--- config.mk ---
export PLATFORM = sky130hd
export DESIGN_NAME = m6502_cycle_sequencer
export DESIGN_NICKNAME = d
export VERILOG_FILES = /design/src/rtl/m6502_cycle_sequencer_pkg.sv /design/src/rtl/m6502_cycle_sequencer_stack_len.sv /design/src/rtl/m6502_cycle_sequencer.sv
export SDC_FILE = /design/constraint.sdc
export NUM_CORES = 1
export LEC_CHECK = 0
export BUFFER_PORTS_ARGS = -buffer_cell sky130_fd_sc_hd__clkbuf_2
export CAP_MARGIN = 5
export CORE_UTILIZATION = 45
export DETAILED_ROUTE_END_ITERATION = 16
export GPL_TIMING_DRIVEN = 0
export HOLD_SLACK_MARGIN = 0.06
export PLACE_DENSITY = 0.78
export SETUP_SLACK_MARGIN = 0.05
export SLEW_MARGIN = 20
export SYNTH_ARGS = -nofsm -noshare
export SYNTH_HDL_FRONTEND = slang
export SYNTH_SLANG_ARGS = --single-unit
export TNS_END_PERCENT = 20
--- constraint.sdc ---
create_clock -name i_clk -period 2.3 [get_ports i_clk]
set_input_delay 0.46 -clock i_clk [delete_from_list [all_inputs] [get_ports i_clk]]
set_output_delay 0.46 -clock i_clk [all_outputs]
set_load 0.01 [all_outputs]
--- src/rtl/m6502_cycle_sequencer_pkg.sv ---
// Decoder-facing types, sequencer states and stack cycle counts for the 6502 cycle sequencer.
// Shared by the sequencer, its stack-length lookup and the bench.
package M6502Defs;

   typedef enum logic [3:0] {
      S_FETCH, S_DECODE, S_OPLO, S_OPHI, S_PTRLO, S_PTRHI, S_FIX,
      S_READ, S_MODIFY, S_WRITE, S_BRTAKEN, S_BRFIX, S_STACK
   } SeqState;

   typedef enum logic [3:0] {
      OP_OTHER, OP_JMP, OP_PHA, OP_PHP, OP_PLA, OP_PLP, OP_JSR, OP_RTS, OP_RTI, OP_BRK
   } Operation;

   typedef enum logic [3:0] {
      AM_IMPLIED, AM_IMMEDIATE, AM_ZEROPAGE, AM_ZEROPAGE_IDX, AM_ABSOLUTE,
      AM_ABSOLUTE_IDX, AM_INDEXED_INDIRECT, AM_INDIRECT_INDEXED,
      AM_ABSOLUTE_INDIRECT, AM_RELATIVE
   } AddressingMode;

   typedef enum logic [1:0] {ACC_READ, ACC_WRITE, ACC_RMW} AccessType;

   typedef enum logic [1:0] {IDX_NONE, IDX_X, IDX_Y} Index;

   // Cycles spent in S_STACK; JSR and BRK then finish with operand/vector reads.
   localparam logic [2:0] STK_LEN_PUSH = 3'd1;
   localparam logic [2:0] STK_LEN_PULL = 3'd2;
   localparam logic [2:0] STK_LEN_JSR  = 3'd3;
   localparam logic [2:0] STK_LEN_RET  = 3'd4;
   localparam logic [2:0] STK_LEN_BRK  = 3'd3;

   function automatic logic is_stack_op(input Operation op);
      return (op == OP_PHA) || (op == OP_PHP) || (op == OP_PLA) || (op == OP_PLP) ||
             (op == OP_JSR) || (op == OP_RTS) || (op == OP_RTI) || (op == OP_BRK);
   endfunction

   function automatic SeqState mem_entry(input AccessType acc);
      return (acc == ACC_WRITE) ? S_WRITE : S_READ;
   endfunction

endpackage

--- src/rtl/m6502_cycle_sequencer_stack_len.sv ---
// Combinational lookup of how many S_STACK cycles a stack operation spends.
// Non-stack operations return 0.
module m6502_stack_len
   import M6502Defs::*;
(
   input  Operation   i_operation,
   output logic [2:0] o_len
);

   always_comb begin
      o_len = 3'd0;
      case (i_operation)
         OP_PHA, OP_PHP: o_len = STK_LEN_PUSH;
         OP_PLA, OP_PLP: o_len = STK_LEN_PULL;
         OP_JSR:         o_len = STK_LEN_JSR;
         OP_RTS, OP_RTI: o_len = STK_LEN_RET;
         OP_BRK:         o_len = STK_LEN_BRK;
         default:        o_len = 3'd0;
      endcase
   end

endmodule

--- src/rtl/m6502_cycle_sequencer.sv ---
// 6502 per-instruction cycle sequencer: walks micro-steps from decoder mode/access, RDY stalls read cycles only.
// Define M6502_DUMMY_ACCESS_EN to strobe the bus on dummy cycles (S_FIX, S_BRFIX read; S_MODIFY write).
module m6502_cycle_sequencer
   import M6502Defs::*;
#(
   parameter SeqState RESET_STATE = S_FETCH
) (
   input  logic          i_clk,
   input  logic          i_reset,
   input  logic          i_ready,
   input  Operation      i_operation,
   input  AddressingMode i_addressingMode,
   input  AccessType     i_accessType,
   input  Index          i_index,
   input  logic          i_pageCross,
   input  logic          i_branchTaken,
   input  logic          i_branchPageCross,
   output SeqState       o_state,
   output logic          o_busRead,
   output logic          o_busWrite,
   output logic          o_sync,
   output logic [2:0]    o_cycle,
   output logic          o_instrDone
);

   SeqState       state_q, state_d, nxt;
   logic [2:0]    cycle_q, cycle_d;
   logic [2:0]    stk_cnt_q, stk_cnt_d, stk_cnt_nxt;
   Operation      op_q, op_d;
   AddressingMode mode_q, mode_d;
   AccessType     acc_q, acc_d;
   logic [2:0]    stk_len;
   logic          bus_rd, bus_wr, stall, last, has_idx;

   m6502_stack_len u_stack_len (
      .i_operation (i_operation),
      .o_len       (stk_len)
   );

   always_comb begin
      bus_rd = 1'b0;
      bus_wr = 1'b0;
      case (state_q)
         S_FETCH, S_DECODE, S_OPLO, S_OPHI, S_PTRLO, S_PTRHI, S_READ, S_BRTAKEN: bus_rd = 1'b1;
         S_WRITE: bus_wr = 1'b1;
         S_STACK: begin
            // JSR spends its first stack cycle on an internal read before the two pushes.
            bus_wr = (op_q == OP_PHA) || (op_q == OP_PHP) || (op_q == OP_BRK) ||
                     ((op_q == OP_JSR) && (stk_cnt_q <= 3'd1));
            bus_rd = !bus_wr;
         end
`ifdef M6502_DUMMY_ACCESS_EN
         S_FIX, S_BRFIX: bus_rd = 1'b1;
         S_MODIFY:       bus_wr = 1'b1;
`endif
         default: ;
      endcase
   end

   assign stall = bus_rd && !i_ready;

   always_comb begin
      nxt         = S_FETCH;
      stk_cnt_nxt = stk_cnt_q;
      op_d        = op_q;
      mode_d      = mode_q;
      acc_d       = acc_q;
      has_idx     = (i_index != IDX_NONE);
      case (state_q)
         S_FETCH: nxt = S_DECODE;
         S_DECODE: begin
            op_d   = i_operation;
            mode_d = i_addressingMode;
            acc_d  = i_accessType;
            if (is_stack_op(i_operation)) begin
               nxt         = S_STACK;
               stk_cnt_nxt = stk_len - 3'd1;
            end else begin
               // Anything not matched here finishes as a 2-cycle implied instruction.
               case (i_addressingMode)
                  AM_ZEROPAGE:          nxt = mem_entry(i_accessType);
                  AM_ZEROPAGE_IDX,
                  AM_INDEXED_INDIRECT:  if (has_idx) nxt = S_FIX;
                  AM_ABSOLUTE,
                  AM_ABSOLUTE_INDIRECT: nxt = S_OPHI;
                  AM_ABSOLUTE_IDX:      if (has_idx) nxt = S_OPHI;
                  AM_INDIRECT_INDEXED:  if (has_idx) nxt = S_PTRLO;
                  AM_RELATIVE:          if (i_branchTaken) nxt = S_BRTAKEN;
                  default:              nxt = S_FETCH;
               endcase
            end
         end
         S_STACK: begin
            if (stk_cnt_q != 3'd0) begin
               nxt         = S_STACK;
               stk_cnt_nxt = stk_cnt_q - 3'd1;
            end else if (op_q == OP_JSR) begin
               nxt = S_OPHI;
            end else if (op_q == OP_BRK) begin
               nxt = S_OPLO;
            end
         end
         S_OPLO: nxt = S_OPHI;
         S_OPHI: begin
            if (!is_stack_op(op_q)) begin
               case (mode_q)
                  AM_ABSOLUTE:          if (op_q != OP_JMP) nxt = mem_entry(acc_q);
                  AM_ABSOLUTE_IDX:      nxt = ((acc_q != ACC_READ) || i_pageCross) ? S_FIX : S_READ;
                  AM_ABSOLUTE_INDIRECT: nxt = S_PTRLO;
                  default:              nxt = S_FETCH;
               endcase
            end
         end
         S_PTRLO: nxt = S_PTRHI;
         S_PTRHI: begin
            case (mode_q)
               AM_INDEXED_INDIRECT: nxt = mem_entry(acc_q);
               AM_INDIRECT_INDEXED: nxt = ((acc_q != ACC_READ) || i_pageCross) ? S_FIX : S_READ;
               default:             nxt = S_FETCH;
            endcase
         end
         S_FIX:     nxt = (mode_q == AM_INDEXED_INDIRECT) ? S_PTRLO : mem_entry(acc_q);
         S_READ:    if (acc_q == ACC_RMW) nxt = S_MODIFY;
         S_MODIFY:  nxt = S_WRITE;
         S_BRTAKEN: if (i_branchPageCross) nxt = S_BRFIX;
         default:   nxt = S_FETCH;
      endcase
      last = (nxt == S_FETCH);
   end

   always_comb begin
      if (stall) begin
         state_d   = state_q;
         cycle_d   = cycle_q;
         stk_cnt_d = stk_cnt_q;
      end else begin
         state_d   = nxt;
         cycle_d   = last ? 3'd0 : ((cycle_q == 3'd7) ? 3'd7 : cycle_q + 3'd1);
         stk_cnt_d = stk_cnt_nxt;
      end
   end

   always_ff @(posedge i_clk) begin
      if (i_reset) begin
         state_q   <= RESET_STATE;
         cycle_q   <= 3'd0;
         stk_cnt_q <= 3'd0;
         op_q      <= OP_OTHER;
         mode_q    <= AM_IMPLIED;
         acc_q     <= ACC_READ;
      end else begin
         state_q   <= state_d;
         cycle_q   <= cycle_d;
         stk_cnt_q <= stk_cnt_d;
         op_q      <= op_d;
         mode_q    <= mode_d;
         acc_q     <= acc_d;
      end
   end

   assign o_state     = state_q;
   assign o_busRead   = bus_rd;
   assign o_busWrite  = bus_wr;
   assign o_sync      = (state_q == S_FETCH);
   assign o_cycle     = cycle_q;
   assign o_instrDone = last && !stall;

endmodule

# Word-level counts from Yosys, hierarchy flattened
# Memories as Yosys holds them, arrays and structs flattened.
# Cells that the tools add are included.
[word_totals] elab_cells=119 register_bits=20 out_inout_bits=11 memories=1 mem_bits_ro=48
[classes] bitwise_logic=1 n_eq_ne=47 n_addsub=3 order_cmp=1 reduce_logical=33 mux=27
[memory_table] name="(name not given)" words=16 width=3 rd=1 rd_ports_with_merged_regs=0 write_ports=0 line_no="m6502_cycle_sequencer_stack_len.sv:12" source="case (i_operation)"
[ops] cell="equality test 4 x 3 -> 1 bit, second input constant" count=20
[ops] cell="equality test 4 bit, second input constant" count=11
[ops] cell="case mux 4 bit (11 select lines)" count=1
[ops] cell="two-way mux 4 bit" count=10
[ops] cell="equality test 4 x 2 -> 1 bit, second input constant" count=8
[ops] cell="case mux 4 bit (6 select lines)" count=1
[ops] cell="two-way mux 3 bit" count=6
[ops] cell="logical OR 1 bit" count=17
[ops] cell="case mux 4 bit (3 select lines)" count=1
[ops] cell="zero test 4 bit" count=2
[ops] cell="case mux 4 bit (2 select lines)" count=1
[ops] cell="OR reduction 8 bit" count=1
[ops] cell="two-way mux 2 bit" count=3
[ops] cell="case mux 3 bit (2 select lines)" count=1
[ops] cell="nonzero test 2 bit" count=3
[ops] cell="subtractor 3 x 1 -> 3 bit, second input constant" count=2
[ops] cell="equality test 2 x 1 -> 1 bit, second input constant" count=2
[ops] cell="equality test 4 x 1 -> 1 bit, second input constant" count=1
[ops] cell="inequality test 2 bit, second input constant" count=2
[ops] cell="inequality test 4 x 1 -> 1 bit, second input constant" count=1
[ops] cell="case mux 1 bit (2 select lines)" count=2
[ops] cell="AND reduction 4 bit" count=1
[ops] cell="OR reduction 2 bit" count=2
[ops] cell="adder 3 x 1 -> 3 bit, second input constant" count=1
[ops] cell="other kinds (8)" count=12

# Logic depth before layout (Yosys ltp)
# Gate-level depths: netlist (run 1).
[depth] ltp_word=12 depth_mapped=9 mapped_depth_nobuf=8

# Modules after synthesis
# A second synthesis (run 1) with hierarchy kept.
[unflattened] cells_unflattened=223 hier_area_um2=1739.2
[by_module_without_submodules] mod="m6502_cycle_sequencer" cells_per_inst=213 instances=1 area_each_um2=1662.8 seq_area_each_um2=400.4
[by_module_without_submodules] mod="m6502_stack_len" cells_per_inst=10 instances=1 area_each_um2=76.3 seq_area_each_um2=0.0

# Least setup slack after synthesis (run 1)
# OpenSTA, ideal clock, no wires.
[synth_path] path_kind="input to output" start="input port i_addressingMode[2]" end="output port o_instrDone" t_required_ns=1.840 slack_ns=0.044 arrival_ns=1.796 stages=6 cell_sequence="buf_2 -> nor2_1 -> and4_1 -> nor4_1 -> o2111ai_2 -> nor4_4"
[synth_via] elab_chain_cells=7 word_cells_on_any_way=15 cone_classes="eq/ne (8); mux (3); reduce/logical (4)"
[synth_lines] element="start: declaration" line_no="m6502_cycle_sequencer.sv:12" source="input AddressingMode i_addressingMode,"
[synth_lines] element="equality test 4 x 3 -> 1 bit (tied with other cells)" line_no="m6502_cycle_sequencer.sv:80" source="case (i_addressingMode)"
[synth_lines] element="OR reduction 2 bit" line_no="m6502_cycle_sequencer.sv:80"
[synth_lines] element="case mux 4 bit (6 select lines) (*)" line_no="m6502_cycle_sequencer.sv:80"
[synth_lines] element="two-way mux 4 bit (*)" line_no="m6502_cycle_sequencer.sv:75" source="if (is_stack_op(i_operation)) begin"
[synth_lines] element="case mux 4 bit (11 select lines) (*)" line_no="m6502_cycle_sequencer.sv:69" source="case (state_q)"
[synth_lines] element="zero test 4 bit (*)" line_no="m6502_cycle_sequencer.sv:128" source="last = (nxt == S_FETCH);"
[synth_lines] element="logical AND 1 bit (*)" line_no="m6502_cycle_sequencer.sv:166" source="assign o_instrDone = last && !stall;"
[synth_lines] element="end: declaration" line_no="m6502_cycle_sequencer.sv:23" source="output logic o_instrDone"
# Mark *: on every way between the ends. The rest lies on a longest branch, timed or not.

# Final worst setup path (run 1)
[layout_path] start="register op_q[1]" end="output port o_instrDone"
[layout_via] elab_chain_cells=12 word_cells_on_any_way=32 cone_classes="eq/ne (9); mux (8); reduce/logical (15)"
[layout_lines] element="start: declaration" line_no="m6502_cycle_sequencer.sv:29" source="Operation op_q, op_d;"
[layout_lines] element="start signal: assignment" line_no="m6502_cycle_sequencer.sv:155" source="op_q <= op_d;"
[layout_lines] element="equality test 4 x 2 -> 1 bit" line_no="m6502_cycle_sequencer_pkg.sv:32, m6502_cycle_sequencer.sv:48"
[layout_lines] element="logical OR 1 bit" line_no="m6502_cycle_sequencer_pkg.sv:32, m6502_cycle_sequencer.sv:48"
[layout_lines] element="logical OR 1 bit (3 in series)" line_no="m6502_cycle_sequencer_pkg.sv:32" source="return (op == OP_PHA) || (op == OP_PHP) || (op == OP_PLA) || (op == OP_PLP) ||"
[layout_lines] element="logical OR 1 bit (3 in series)" line_no="m6502_cycle_sequencer_pkg.sv:33" source="(op == OP_JSR) || (op == OP_RTS) || (op == OP_RTI) || (op == OP_BRK);"
[layout_lines] element="two-way mux 4 bit" line_no="m6502_cycle_sequencer.sv:105" source="if (!is_stack_op(op_q)) begin"
[layout_lines] element="case mux 4 bit (11 select lines)" line_no="m6502_cycle_sequencer.sv:69"
[layout_lines] element="zero test 4 bit" line_no="m6502_cycle_sequencer.sv:128"
[layout_lines] element="logical AND 1 bit (*)" line_no="m6502_cycle_sequencer.sv:166"
# Marks and branches as above.

==> impl_metrics.tcl, run 1 <==
set metrics [dict create \
    period_needed_ns 2.47 \
    layoutNonFillerInstCount 297 \
    final_layout_size_suffix_gt1_frac 0.345 \
    ir_drop_v 0.000250 \
    start_util 0.472 \
    slowest_delay_ns 0.38 \
    clockRootBuffer "clkbuf_8" \
    intPower_mw 0.649 \
    wirelength_um 4370 \
    gp_congestion 0.906 \
    avgViaCountPerCell 5.91 \
    core_sq_mm 0.00366 \
    arrival_ns 2.01 \
    finalMaxSlewViolations 0 \
    cts_max_path_buffers 2 \
    rr_worst_depth 7 \
    cts_tree "built" \
    top_layer "met4" \
    syn_to_final_growth_pct 26.8 \
    antenna_left 0 \
    synth_cells 213 \
    path_max_fanout 7 \
    end_kind "output port" \
    dr_wl_met2_um 2130 \
    synth_nets 236 \
    drtIter0Drc 161 \
    finalCritPeriodShare 1.07 \
    min_from "i_accessType[0]" \
    hold_buffers 0 \
    dieArea_sq_mm 0.00409 \
    critPathKind "register to output port" \
    critPathLaunchType "register" \
    fill_cells 321 \
    ys_types 63 \
    avgSynthCellArea_sq_um 8.11 \
    cts_sinks 20 \
    rsz0062_at_grt "true" \
    drc 0 \
    cts.clk_slew.worst_paths_ns 0.07 \
    worst_pin_slew_ns 0.593 \
    fin_nets 274 \
    cts_max_level 1 \
    dr_wl_met3_um 189 \
    fp.dieH_um 63.9 \
    async_flop_share 0 \
    leakage_nw 0.816 \
    synth_area_leaders "dfxtp_1, a21oi_1, nand2_1, nor2_1, mux2i_1" \
    multiInputGateArea_sq_mm 0.00136 \
    vias 1755 \
    switching_share 0.341 \
    grt_pass1_vias 1491 \
    fin_skew_ns 0.00139 \
    tns_ns -0.169 \
    yosys_register_bits 20 \
    failed_checks "setup timing" \
    post_drt_wl_per_cell_um 14.7 \
    path_cells "o21ai_0 > a211oi_2 > buf_4 > o211ai_1 > nand4_2 > nor4_4 > buf_2" \
    p_sw_mw 0.335 \
    seq_power_share 0.422 \
    groute.usage.overall 0.214 \
    synthesis.area_sq_mm 0.00173 \
    wl_met1_um 1940 \
    cts_buffers 3 \
    clk_latency_ns 0.26 \
    grt_first_pass_wirelength_um 6870 \
    slowest_stage "dfxtp_2" \
    drv_cap 0 \
    hpwl_um 3010 \
    worst_r2r_endpoint "o_cycle[1]$_SDFFE_PP0N_" \
    cellPowerDensity_mw_per_mm2 449 \
    r2r-start "op_q[1]$_SDFFE_PP0P_" \
    hold_violations 0 \
    synth_top_area_frac 0.232 \
    portBuffers 24 \
    relSlewSlack 0.605 \
    dr.pass1.iters 4 \
    n_antenna_cell 0 \
    overflow 0 \
    antenna_found_initial 0 \
    yosys_most_used_dff "dfxtp_1" \
    hold_path.class "input port to register" \
    fin_ws_ns -0.169 \
    rows 22 \
    combPwrFrac 0.342 \
    placed_cells 285 \
    die_w_um 63.9 \
    synth_edf_count 0 \
    register_area_sq_um 424 \
    clock.fmax_ghz 0.405 \
    seq_area_frac_synth 0.232 \
    min_to "acc_q[0]$_SDFFE_PP0P_" \
    outcome "complete, but fails checks" \
    yosysTopAreaCell "dfxtp_1" \
    reg2reg_slack_ns 0.23 \
    grt_max_degree 11 \
    worstPathRequired_ns 1.84 \
    holdPathStages 3 \
    ys.warnings.count 0 \
    ios 29 \
    power_frac_clock 0.236 \
    setup_violations 1 \
]
[per-layer routing]
layer	vias to the layer above	global-route usage
met3	9	0.0268
met1	834	0.273
met4	0	0.0966
met5	-	0
met2	44	0.356
li1	868	-
[layout by cell type (no fill, tap or decap), types with 2 or more instances in the layout]
| master | netlist | layout |
|---|---|---|
| nand2b_1 | 7 | 7 |
| nor2_1 | 19 | 18 |
| buf_2 | 8 | 5 |
| dfxtp_4 | 0 | 4 |
| o21ai_2 | 1 | 4 |
| o22ai_1 | 2 | 2 |
| o21ba_2 | 2 | 2 |
| o211ai_1 | 2 | 2 |
| buf_4 | 0 | 11 |
| nor4b_1 | 3 | 3 |
| clkbuf_8 | 0 | 3 |
| inv_1 | 4 | 2 |
| inv_2 | 1 | 2 |
| nand3b_1 | 3 | 3 |
| nor4_1 | 2 | 2 |
| clkbuf_2 | 0 | 23 |
| o211a_1 | 2 | 2 |
| nor3b_1 | 3 | 2 |
| ha_1 | 5 | 4 |
| xnor2_1 | 5 | 5 |
| o21ai_0 | 4 | 4 |
| nand4bb_4 | 0 | 4 |
| nor3_1 | 4 | 3 |
| a211oi_1 | 2 | 2 |
| or3_1 | 3 | 3 |
| a21oi_1 | 20 | 20 |
| nor2b_1 | 6 | 5 |
| dfxtp_1 | 20 | 9 |
| mux2i_1 | 7 | 7 |
| a31oi_1 | 5 | 5 |
| nand2_1 | 24 | 24 |
| buf_6 | 1 | 2 |
| nand4bb_1 | 4 | 2 |
| clkbuf_1 | 5 | 5 |
| dfxtp_2 | 0 | 7 |
| o31ai_1 | 2 | 2 |
[cell usage after synthesis, drive strengths merged, types with 5 or more instances]
library cell,count
ha,5
inv,5
nor4b,5
nand2b,7
xnor2,5
nor2,19
a31oi,5
clkbuf,5
o21ai,8
mux2i,7
dfxtp,20
nand4bb,6
nor2b,6
nand2,24
buf,9
a21oi,20
[cell type report]
type | instances | share of cell area
multi-input cells | 174 | 0.623
clock buffers | 3 | 0.0189
flip-flops and latches | 20 | 0.194
plain buffers | 13 | 0.0394
repair buffers | 34 | 0.0880
well taps | 48 | 0.0274
inverters | 5 | 0.00971
[cell families (layout without fill, tap and decap cells)]
| kind of cell | count (synthesis) | after routing | share of synthesized area |
|---|---|---|---|
| flops | 20 | 20 | 0.232 |
| compound gates | 59 | 59 | 0.254 |
| buf+inv | 19 | 55 | 0.0514 |
| xor+xnor | 6 | 6 | 0.0304 |
| mux | 8 | 8 | 0.0471 |
| simple gates | 96 | 96 | 0.349 |
| fa+ha+maj | 5 | 5 | 0.0362 |
[power groups by stage]
stage	combinational, mW	clock, mW	sequential (mW)
global route	0.365	0.252	0.420
detailed placement	0.292	0	0.410
finish	0.337	0.232	0.415
global placement	0.287	0	0.409
floorplan	0.214	0	0.408
CTS	0.321	0.235	0.409
[stage by stage]
stage / setup WS (ns) / area [sq um] / power, mW / utilization / hold slack, ns
floorplan: 0.0959 / 1730 / 0.622 / - / 0.453
global placement: -0.273 / 1910 / 0.696 / 0.521 / 0.471
detailed placement: -0.284 / 1910 / 0.702 / 0.521 / 0.481
CTS: -0.114 / 2120 / 0.965 / 0.579 / 0.433
global route: -0.273 / 2190 / 1.04 / 0.598 / 0.430
finish: -0.169 / 2190 / 0.984 / 0.598 / 0.421
[critical path: cells and delay by family (launching register included)]
family / cells / cell delay [ns]
buf+inv: 2 / 0.33
compound gates: 3 / 0.56
simple gates: 2 / 0.48
flops: 1 / 0.38
[state kept, by name (all words and copies together), names as in the netlist]
| name | cells |
|---|---|
| acc_q | 2 |
| mode_q | 4 |
| o_cycle | 3 |
| o_state | 4 |
| op_q | 4 |
| stk_cnt_q | 3 |
[how the worst max path moves through the flow]
stage | cells past startpoint | startpoint | endpoint
6_report | 7 | op_q[1]$_SDFFE_PP0P_ | o_instrDone
5_1_grt | 7 | op_q[1]$_SDFFE_PP0P_ | o_instrDone
4_1_cts | 8 | stk_cnt_q[1]$_SDFFE_PP0P_ | o_instrDone
3_5_place_dp | 7 | i_operation[1] | o_instrDone
3_3_place_gp | 7 | i_operation[1] | o_instrDone
2_1_floorplan | 6 | o_state[3]$_SDFFE_PP0N_ | o_instrDone
[what timing repair did]
action,CTS,global route
buffers inserted,5,5
setup endpoints to repair,2,2
resized for setup,33,16
pin swaps,11,8
(Power assumes the default switching activity.)
==> inputs of run 2 (changes only) <==
--- a/config.mk
+++ b/config.mk
@@ -16,5 +16,6 @@
 export SLEW_MARGIN = 20
 export SYNTH_ARGS = -nofsm -noshare
 export SYNTH_HDL_FRONTEND = slang
+export SYNTH_HIERARCHICAL = 1
 export SYNTH_SLANG_ARGS = --single-unit
 export TNS_END_PERCENT = 20
==> run 2 against run 1 <==
The run still ends with setup timing left; flip-flop and latch count unchanged; first-iteration DRC count down 15%; largest cell class unchanged; highest routed layer unchanged; worst hold slack better by 0.0071 ns; clock power up 55%; power up 55%; clock-buffer cell count unchanged; largest power group is now combinational logic.
==> impl_metrics.tcl, run 2 <==
set metrics [dict create \
    hold_violations 0 \
    cts_sinks 20 \
    slowest_delay_ns 0.37 \
    failed_checks "setup timing" \
    yosys_most_used_dff "dfxtp_1" \
    ios 29 \
    die_w_um 64.2 \
    avgViaCountPerCell 6.02 \
    n_antenna_cell 0 \
    rsz0062_at_grt "true" \
    layoutNonFillerInstCount 313 \
    antenna_found_initial 0 \
    crit_start "mode_q[0]$_SDFFE_PP0P_" \
    ys_types 60 \
    cts.clk_slew.worst_paths_ns 0.08 \
    path_max_fanout 7 \
    worstPathRequired_ns 1.84 \
    wirelength_um 5090 \
    worst_pin_slew_ns 0.525 \
    yosys_register_bits 20 \
    rr_worst_depth 7 \
    finalMaxSlewViolations 0 \
    outcome "complete, but fails checks" \
    ir_drop_v 0.000272 \
    multiInputGateArea_sq_mm 0.00145 \
    dr.pass1.iters 4 \
    mostFrequentLayoutCells "nand2_1, clkbuf_2, nor2_1, a21oi_1, buf_4" \
    holdPathStages 3 \
    placed_cells 296 \
    hold_path.class "input port to register" \
    r2r-start "op_q[1]$_SDFFE_PP0P_" \
    reg2reg_slack_ns 0.30 \
    cts_tree "built" \
    synth_cells 223 \
    fin_skew_ns 0.00279 \
    relSlewSlack 0.650 \
    synth_edf_count 0 \
    synth_nets 246 \
    overflow 0 \
    dieArea_sq_mm 0.00412 \
    fill_cells 312 \
    grt_pass1_vias 1541 \
    cellPowerDensity_mw_per_mm2 647 \
    path_cells "buf_6 > and4bb_2 > a311o_1 > nand4_1 > nor4_4 > and2_4 > buf_6" \
    start_util 0.472 \
    fp.dieH_um 64.2 \
    synth_common_cells "nand2_1, nor2_1, dfxtp_1, a21oi_1" \
    antenna_left 0 \
    core_sq_mm 0.00369 \
    grt_first_pass_wirelength_um 7420 \
    portBuffers 25 \
    fin_ws_ns -0.295 \
    ys.warnings.count 6 \
    gp_congestion 0.892 \
    async_flop_share 0 \
    min_from "i_accessType[0]" \
    worst_r2r_endpoint "o_state[0]$_SDFFE_PP0N_" \
    register_area_sq_um 428 \
    slowest_stage "and4bb_2" \
    leakage_nw 0.890 \
    vias 1885 \
    seq_area_frac_synth 0.230 \
    hpwl_um 3170 \
    post_drt_wl_per_cell_um 16.3 \
    grt_max_degree 13 \
    avgSynthCellArea_sq_um 7.80 \
    synthesis.area_sq_mm 0.00174 \
    critPathKind "register to output port" \
    fin_nets 289 \
    min_to "acc_q[0]$_SDFFE_PP0P_" \
    synth.most_common_cell "nand2_1" \
    clockRootBuffer "clkbuf_8" \
    drc 0 \
    clk_latency_ns 0.26 \
    groute.usage.overall 0.226 \
    period_needed_ns 2.60 \
    cts_max_path_buffers 2 \
    synth_top_area_frac 0.230 \
    synth_area_leaders "dfxtp_1, nand2_1, a21oi_1, nor2_1, ha_1" \
    final_layout_size_suffix_gt1_frac 0.381 \
    path_common_cell "buf_6" \
    critPathLaunchType "register" \
    arrival_ns 2.14 \
    drtIter0Drc 137 \
    end_kind "output port" \
    setup_violations 1 \
    finalCritPeriodShare 1.13 \
    final_core_util 0.639 \
    rows 22 \
    clock.fmax_ghz 0.385 \
    drv_cap 0 \
    syn_to_final_growth_pct 35.5 \
    yosysTopAreaCell "dfxtp_1" \
    cts_buffers 3 \
    cts_max_level 1 \
]
run 2: cell type report:
class / count / share of cell area
Buffer: 13 / 0.0398
Clock buffer: 3 / 0.0175
Clock inverter: 1 / 0.0127
Inverter: 7 / 0.0111
Multi-Input combinational cell: 183 / 0.615
Sequential cell: 20 / 0.182
Tap cell: 48 / 0.0255
Timing Repair Buffer: 38 / 0.0971
run 2: worst max-delay path, delay by kind of cell (launching register included):
kind | cells | cell delay (ns)
compound gates | 1 | 0.21
flops | 1 | 0.32
simple gates | 4 | 1.13
buf+inv | 2 | 0.21
run 2: kinds of logic (layout without fill, tap and decap cells):
kind of cell               Yosys count  in the layout  synth area share
AOI/OAI and AO/OA                   57             57             0.233
xor gates and xnor gates             6              6            0.0302
adders and majority gates            5              5            0.0360
buffers and inverters               20             62            0.0468
DFF                                 20             20             0.230
muxes                                7              7            0.0410
and+or+nand+nor                    108            108             0.383
run 2: worst max path at each step:
stage	depth (start not counted)	to	slack (ns)
after floorplan	7	o_instrDone	0.07
after global placement	8	o_instrDone	-0.31
after detailed placement	8	o_instrDone	-0.31
after CTS	7	o_instrDone	-0.34
after global routing	8	o_instrDone	-0.33
final	7	o_instrDone	-0.30
run 2: what timing repair did:
| action | 4_1_cts | 5_1_grt |
|---|---|---|
| endpoints found under the hold margin | 0 | 0 |
| setup buffers | 3 | 10 |
| pin swaps | 4 | 12 |
| hold buffers | 0 | 0 |
| resized for setup | 13 | 55 |
| endpoints found under the setup margin | 2 | 3 |
run 2: per-layer routing:
layer,up-vias,GRT usage,wire length (um)
li1,900,-,-
met1,888,0.316,2210
met2,81,0.372,2480
met3,16,0.0268,265
met4,0,0.0417,143
met5,-,0,0
run 2: power breakdown:
| part | internal [mW] | switching [mW] | leakage, nW |
|---|---|---|---|
| clock | 0.233 | 0.128 | 0.0357 |
| combinational | 0.331 | 0.370 | 0.684 |
| sequential | 0.399 | 0.0662 | 0.170 |
run 2: metrics by stage:
| step | worst slack, ns | TNS [ns] | hold WS, ns | instance area, sq um | power (mW) |
|---|---|---|---|---|---|
| floorplan | 0.0651 | 0 | 0.448 | 1750 | 0.838 |
| global placement | -0.309 | -0.309 | 0.472 | 1940 | 0.970 |
| detailed placement | -0.313 | -0.313 | 0.470 | 1940 | 0.983 |
| CTS | -0.339 | -0.339 | 0.427 | 2090 | 1.37 |
| global route | -0.333 | -0.333 | 0.442 | 2360 | 1.61 |
| finish | -0.295 | -0.295 | 0.428 | 2360 | 1.53 |
